<file path="src/rtl/spell_dbg_pkg.sv">
// Shared state encoding and register-select constants for the SPELL debug port.
package spell_dbg_pkg;

    typedef enum logic [2:0] {
        IDLE,
        LOAD,
        WR_PEND,
        RD_REQ,
        RD_CAP,
        DUMP
    } dbgState_e;

    localparam logic [1:0] REG_PC    = 2'd0;
    localparam logic [1:0] REG_SP    = 2'd1;
    localparam logic [1:0] REG_EXEC  = 2'd2;
    localparam logic [1:0] REG_STACK = 2'd3;

    // One spare bit so a full count of DATA_W never wraps to zero.
    function automatic int cntWidth(input int dataW);
        return $clog2(dataW) + 1;
    endfunction

endpackage

</file>
<file path="src/rtl/spell_sync_edge.sv">
// Multi-flop synchroniser for asynchronous pins, with an optional rising-edge
// strobe built from the last synchroniser stage and one extra history flop.
module spell_sync_edge #(
    parameter int WIDTH   = 1,
    parameter int STAGES  = 2,
    parameter bit EDGE_EN = 1'b0
) (
    input  logic             clk,
    input  logic             reset,
    input  logic [WIDTH-1:0] async_i,
    output logic [WIDTH-1:0] sync_o,
    output logic [WIDTH-1:0] rise_o
);

    // Fewer than two stages would not settle metastability.
    localparam int NSTAGES = (STAGES < 2) ? 2 : STAGES;

    logic [WIDTH-1:0] stage_q [NSTAGES];

    always_ff @(posedge clk) begin
        if (reset) begin
            for (int i = 0; i < NSTAGES; i++) begin
                stage_q[i] <= '0;
            end
        end else begin
            stage_q[0] <= async_i;
            for (int i = 1; i < NSTAGES; i++) begin
                stage_q[i] <= stage_q[i-1];
            end
        end
    end

    assign sync_o = stage_q[NSTAGES-1];

    generate
        if (EDGE_EN) begin : g_edge
            logic [WIDTH-1:0] prev_q;

            always_ff @(posedge clk) begin
                if (reset) begin
                    prev_q <= '0;
                end else begin
                    prev_q <= stage_q[NSTAGES-1];
                end
            end

            assign rise_o = stage_q[NSTAGES-1] & ~prev_q;
        end else begin : g_level
            assign rise_o = '0;
        end
    endgenerate

endmodule

</file>
<file path="src/rtl/spell_dbg_port.sv">
// Serial debug front-end for the SPELL core: turns pin-level load/dump strobes
// into parallel register writes and reads, and shifts read data back out.
module spell_dbg_port
    import spell_dbg_pkg::*;
#(
    parameter int DATA_W      = 8,
    parameter int SYNC_STAGES = 2
) (
    input  logic              clk,
    input  logic              reset,
    input  logic              i_load,
    input  logic              i_dump,
    input  logic              i_shift_in,
    input  logic [1:0]        i_reg_sel,
    output logic              o_shift_out,
    output logic              o_wr_valid,
    input  logic              i_wr_ready,
    output logic [1:0]        o_wr_sel,
    output logic [DATA_W-1:0] o_wr_data,
    output logic              o_rd_req,
    output logic [1:0]        o_rd_sel,
    input  logic [DATA_W-1:0] i_rd_data,
    output logic              o_busy
);

    localparam int               CNT_W    = cntWidth(DATA_W);
    localparam logic [CNT_W-1:0] CNT_ONE  = CNT_W'(1);
    localparam logic [CNT_W-1:0] CNT_FULL = CNT_W'(DATA_W);

    logic       loadRise;
    logic       dumpRise;
    logic       shiftInSync;
    logic [1:0] regSelSync;
    logic       unusedLoadLevel;
    logic       unusedDumpLevel;
    logic       unusedShiftInRise;
    logic [1:0] unusedRegSelRise;

    spell_sync_edge #(
        .WIDTH   (1),
        .STAGES  (SYNC_STAGES),
        .EDGE_EN (1'b1)
    ) u_load_sync (
        .clk     (clk),
        .reset   (reset),
        .async_i (i_load),
        .sync_o  (unusedLoadLevel),
        .rise_o  (loadRise)
    );

    spell_sync_edge #(
        .WIDTH   (1),
        .STAGES  (SYNC_STAGES),
        .EDGE_EN (1'b1)
    ) u_dump_sync (
        .clk     (clk),
        .reset   (reset),
        .async_i (i_dump),
        .sync_o  (unusedDumpLevel),
        .rise_o  (dumpRise)
    );

    // Data and select use the same depth as the strobes so they stay aligned.
    spell_sync_edge #(
        .WIDTH   (1),
        .STAGES  (SYNC_STAGES),
        .EDGE_EN (1'b0)
    ) u_shift_in_sync (
        .clk     (clk),
        .reset   (reset),
        .async_i (i_shift_in),
        .sync_o  (shiftInSync),
        .rise_o  (unusedShiftInRise)
    );

    spell_sync_edge #(
        .WIDTH   (2),
        .STAGES  (SYNC_STAGES),
        .EDGE_EN (1'b0)
    ) u_reg_sel_sync (
        .clk     (clk),
        .reset   (reset),
        .async_i (i_reg_sel),
        .sync_o  (regSelSync),
        .rise_o  (unusedRegSelRise)
    );

    dbgState_e         state_q;
    logic [DATA_W-1:0] shiftReg_q;
    logic [DATA_W-1:0] wrData_q;
    logic [CNT_W-1:0]  bitCnt_q;
    logic              wrValid_q;
    logic              rdReq_q;
    logic [1:0]        wrSel_q;
    logic [1:0]        rdSel_q;

    logic              loadOnly;
    logic              dumpOnly;
    logic [CNT_W-1:0]  cntInc_d;
    logic [DATA_W-1:0] loadShift_d;
    logic [DATA_W-1:0] dumpShift_d;

    // Coincident load and dump strobes cancel each other out.
    assign loadOnly    = loadRise & ~dumpRise;
    assign dumpOnly    = dumpRise & ~loadRise;
    assign cntInc_d    = bitCnt_q + CNT_ONE;
    assign loadShift_d = {shiftReg_q[DATA_W-2:0], shiftInSync};
    assign dumpShift_d = {shiftReg_q[DATA_W-2:0], 1'b0};

    always_ff @(posedge clk) begin
        if (reset) begin
            state_q    <= IDLE;
            shiftReg_q <= '0;
            wrData_q   <= '0;
            bitCnt_q   <= '0;
            wrValid_q  <= 1'b0;
            rdReq_q    <= 1'b0;
            wrSel_q    <= REG_PC;
            rdSel_q    <= REG_PC;
        end else begin
            case (state_q)
                IDLE, LOAD: begin
                    if (loadOnly) begin
                        shiftReg_q <= loadShift_d;
                        bitCnt_q   <= cntInc_d;
                        if (cntInc_d == CNT_FULL) begin
                            wrSel_q   <= regSelSync;
                            wrData_q  <= loadShift_d;
                            wrValid_q <= 1'b1;
                            state_q   <= WR_PEND;
                        end else begin
                            state_q <= LOAD;
                        end
                    end else if (dumpOnly) begin
                        // Any partially shifted write is simply dropped here.
                        bitCnt_q <= CNT_ONE;
                        rdSel_q  <= regSelSync;
                        rdReq_q  <= 1'b1;
                        state_q  <= RD_REQ;
                    end
                end
                WR_PEND: begin
                    if (i_wr_ready) begin
                        wrValid_q <= 1'b0;
                        bitCnt_q  <= '0;
                        state_q   <= IDLE;
                    end
                end
                RD_REQ: begin
                    rdReq_q <= 1'b0;
                    state_q <= RD_CAP;
                end
                RD_CAP: begin
                    shiftReg_q <= i_rd_data;
                    state_q    <= DUMP;
                end
                DUMP: begin
                    if (loadOnly) begin
                        shiftReg_q <= loadShift_d;
                        bitCnt_q   <= CNT_ONE;
                        state_q    <= LOAD;
                    end else if (dumpOnly) begin
                        shiftReg_q <= dumpShift_d;
                        if (cntInc_d == CNT_FULL) begin
                            bitCnt_q <= '0;
                            state_q  <= IDLE;
                        end else begin
                            bitCnt_q <= cntInc_d;
                        end
                    end
                end
                default: begin
                    state_q <= IDLE;
                end
            endcase
        end
    end

    assign o_shift_out = shiftReg_q[DATA_W-1];
    assign o_wr_valid  = wrValid_q;
    assign o_wr_sel    = wrSel_q;
    assign o_wr_data   = wrData_q;
    assign o_rd_req    = rdReq_q;
    assign o_rd_sel    = rdSel_q;
    assign o_busy      = (state_q != IDLE);

endmodule

</file>
<file path="config.mk">
export PLATFORM = sky130hd
export DESIGN_NAME = spell_dbg_port
export DESIGN_NICKNAME = d
export VERILOG_FILES = /design/src/rtl/spell_dbg_pkg.sv /design/src/rtl/spell_sync_edge.sv /design/src/rtl/spell_dbg_port.sv
export SDC_FILE = /design/constraint.sdc
export NUM_CORES = 1
export LEC_CHECK = 0
export ABC_CLOCK_PERIOD_IN_PS = 2200
export CAP_MARGIN = 10
export CORE_AREA = 2 2 66 68
export DETAILED_ROUTE_END_ITERATION = 10
export DIE_AREA = 0 0 68 70
export GPL_ROUTABILITY_DRIVEN = 0
export PLACE_DENSITY = 0.81
export REMOVE_ABC_BUFFERS = 1
export SLEW_MARGIN = 20
export SYNTH_ARGS = -nofsm -noshare
export SYNTH_HDL_FRONTEND = slang
export SYNTH_SLANG_ARGS = --single-unit
</file>
<file path="constraint.sdc">
create_clock -name clk -period 2.2 [get_ports clk]
set_input_delay 0.44 -clock clk [delete_from_list [all_inputs] [get_ports clk]]
set_output_delay 0.44 -clock clk [all_outputs]
set_load 0.005 [all_outputs]
</file>
==> metrics.csv <==
metric,value,unit
cp_slowest_cell,dfxtp_1,
worst_pin_slew,0.520,ns
grt_max_degree,31,
cts_made_buffers,5,
clk_pin_slew,0.08,ns
cts_hold_buf,0,
avgSynthCellArea,9.02,sq um
route.detailed.drc,0,
gr-usage-all-layers,0.199,
syn2layout_area_growth,22.5,%
cts_tree,done,
seq_area_frac_synth,0.415,
grt_first_pass_wirelength,7250,um
max_stage_delay,0.46,ns
antenna_found_initial,0,
setup_viol,0,
fmax,487,MHz
arrival,1.61,ns
numPortBuffers,31,
maxCapViolCount,0,
required,1.76,ns
cp-start-kind,flop,
hold_viol_final,0,
synth_warnings,0,
ir_worst_vdd,0.440,mV
die_area,4760,sq um
grt_pass1_vias,1577,
synth_cells,219,
cts_sinks,41,
status,"complete, no violations",
wirelength,4240,um
rows,24,
path_max_fanout,14,
design_area,2420,sq um
post_drt_wl_per_cell,14.2,um
fin_crit_sh,0.934,
drive_gt1_frac,0.0850,
fin_util,0.584,
synthDistinctLibCells,49,
endpoint_kind,primary output,
period_needed,2.05,ns
hpwl,3000,um
cts_max_path_buffers,2,
fin_skew,0.00676,ns
clk_latency,0.29,ns
tns,0,ns
ys_ff_latch,41,
fp.dieW,68,um
synth_edf_count,0,
relSlewSlack,0.652,
vias_per_cell,5.66,
path_class,reg -> out,
crit_buf_inv,1,
cts_max_level,2,
finalNetCount,268,
synth_flop_cell,dfxtp_1,
dr.pass1.iters,4,
path_cells,or3_1 > clkdlybuf4s50_1,
ios,32,
leakage,0.861,nW
overflow,0,
diodes,0,
initialDrtViolationCount,92,
async_flop_share,0,
dieHeight,70,um
vias,1693,
rsz0062_at_grt,false,
fillers,355,
clockRootBuffer,clkbuf_8,
postRouteAntennaNets,0,
slew_violations,0,
path_delay_family,flip-flops,
initial_core_util,0.477,
p_per_area,637,nW/um^2
holdCritPathClass,reg -> reg,
core-area,4140,sq um
syn_area,1980,sq um
place_area,2330,sq um
## where the power goes
group	internal [W]	switching (W)	total (W)
Sequential	0.000774	0.0000458	0.000820
Combinational	0.000113	0.000113	0.000226
Clock	0.000248	0.000248	0.000496
## per-layer routing
metal	up-vias	GRT usage	wire, um
met5	-	0	0
li1	854	-	-
met1	787	0.271	1930
met4	0	0.0644	64
met3	8	0.0515	175
met2	44	0.304	2070
## synth_stat cells (2+ instances only)
cell        n  area (sq um)
a211o_1     2          17.5
a211oi_1    8          60.1
a211oi_2    3          37.5
a21oi_1    20           100
a31oi_1     2          12.5
a32oi_1     2          17.5
and3_1      2          12.5
and4bb_1    2          25.0
buf_2       6          30.0
clkbuf_1    6          22.5
dfxtp_1    41           821
ha_1        5          62.6
inv_1       7          26.3
mux2i_1     7          70.1
nand2_1     8          30.0
nand2b_1    4          25.0
nand3_1    14          70.1
nand4_1     2          12.5
nand4bb_1   2          22.5
nor2_1     16          60.1
nor2b_1    15          93.8
o21ai_0     4          20.0
o21ai_1    13          65.1
o311a_1     2          20.0
o32ai_1     2          17.5
## flip-flops by register name, summed over array words and instances (netlist names), 3 cells and up
name	count
shiftReg_q	8
o_wr_data	8
state_q	3
bitCnt_q	4
u_reg_sel_sync.stage_q	4
## final timing paths
check,from,endpoint,slack [ns],cells past startpoint
min reg2reg,u_dump_sync.stage_q[0][0],u_dump_sync.stage_q[0][1],0.44,1
min,u_dump_sync.stage_q[0][0],u_dump_sync.stage_q[0][1],0.44,1
max reg2reg,u_load_sync.g_edge.prev_q,o_wr_data[4],0.25,7
max,state_q[0],o_busy,0.15,2
## through the flow
| step | total power (W) | hold slack, ns | setup WS [ns] | instances |
|---|---|---|---|---|
| after floorplan | 0.000962 | 0.414 | 0.376 | 205 |
| after global placement | 0.00105 | 0.418 | 0.198 | 292 |
| after detailed placement | 0.00106 | 0.422 | 0.206 | 292 |
| after CTS | 0.00156 | 0.446 | 0.0650 | 299 |
| after global routing | 0.00161 | 0.461 | 0.0576 | 299 |
| final | 0.00154 | 0.440 | 0.146 | 299 |
## layout make-up
class / instances / area (sq um) / share of cell area
clock inverter: 1 / 7.51 / 0.00310
clock buffer: 6 / 82.6 / 0.0341
tap: 52 / 65.1 / 0.0269
timing repair buffer: 35 / 353 / 0.146
sequential: 41 / 822 / 0.340
inverter: 8 / 30.0 / 0.0124
multi-input combinational: 156 / 1060 / 0.438
## cell usage in the layout, fill, tap and decap left out, drive strengths merged, types with 4 or more instances in the layout
master         Yosys  routed
nor2b             15      15
nand2              8       8
clkdlybuf4s50      0      31
mux2i              7       7
a211oi            11      11
nor2              18      18
inv                8       8
a21oi             20      20
buf                8       4
nand2b             4       4
clkbuf             6       6
nand3             14      14
ha                 5       5
o21ai             17      17
dfxtp             41      41
## timing repair
action                     4_1_cts  5_1_grt
setup endpoints to repair        0        1
gates resized for setup          0        1
setup buffers                    0        0
## logic make-up after synthesis
group | after synthesis | share of synthesized area
multiplexers | 7 | 0.0355
buffers and inverters | 22 | 0.0475
AND/OR/NAND/NOR | 75 | 0.222
adder cells (fa/ha/maj) | 5 | 0.0317
AO/OA/AOI/OAI | 69 | 0.248
flip-flops | 41 | 0.415
(Power assumes the default switching activity.)
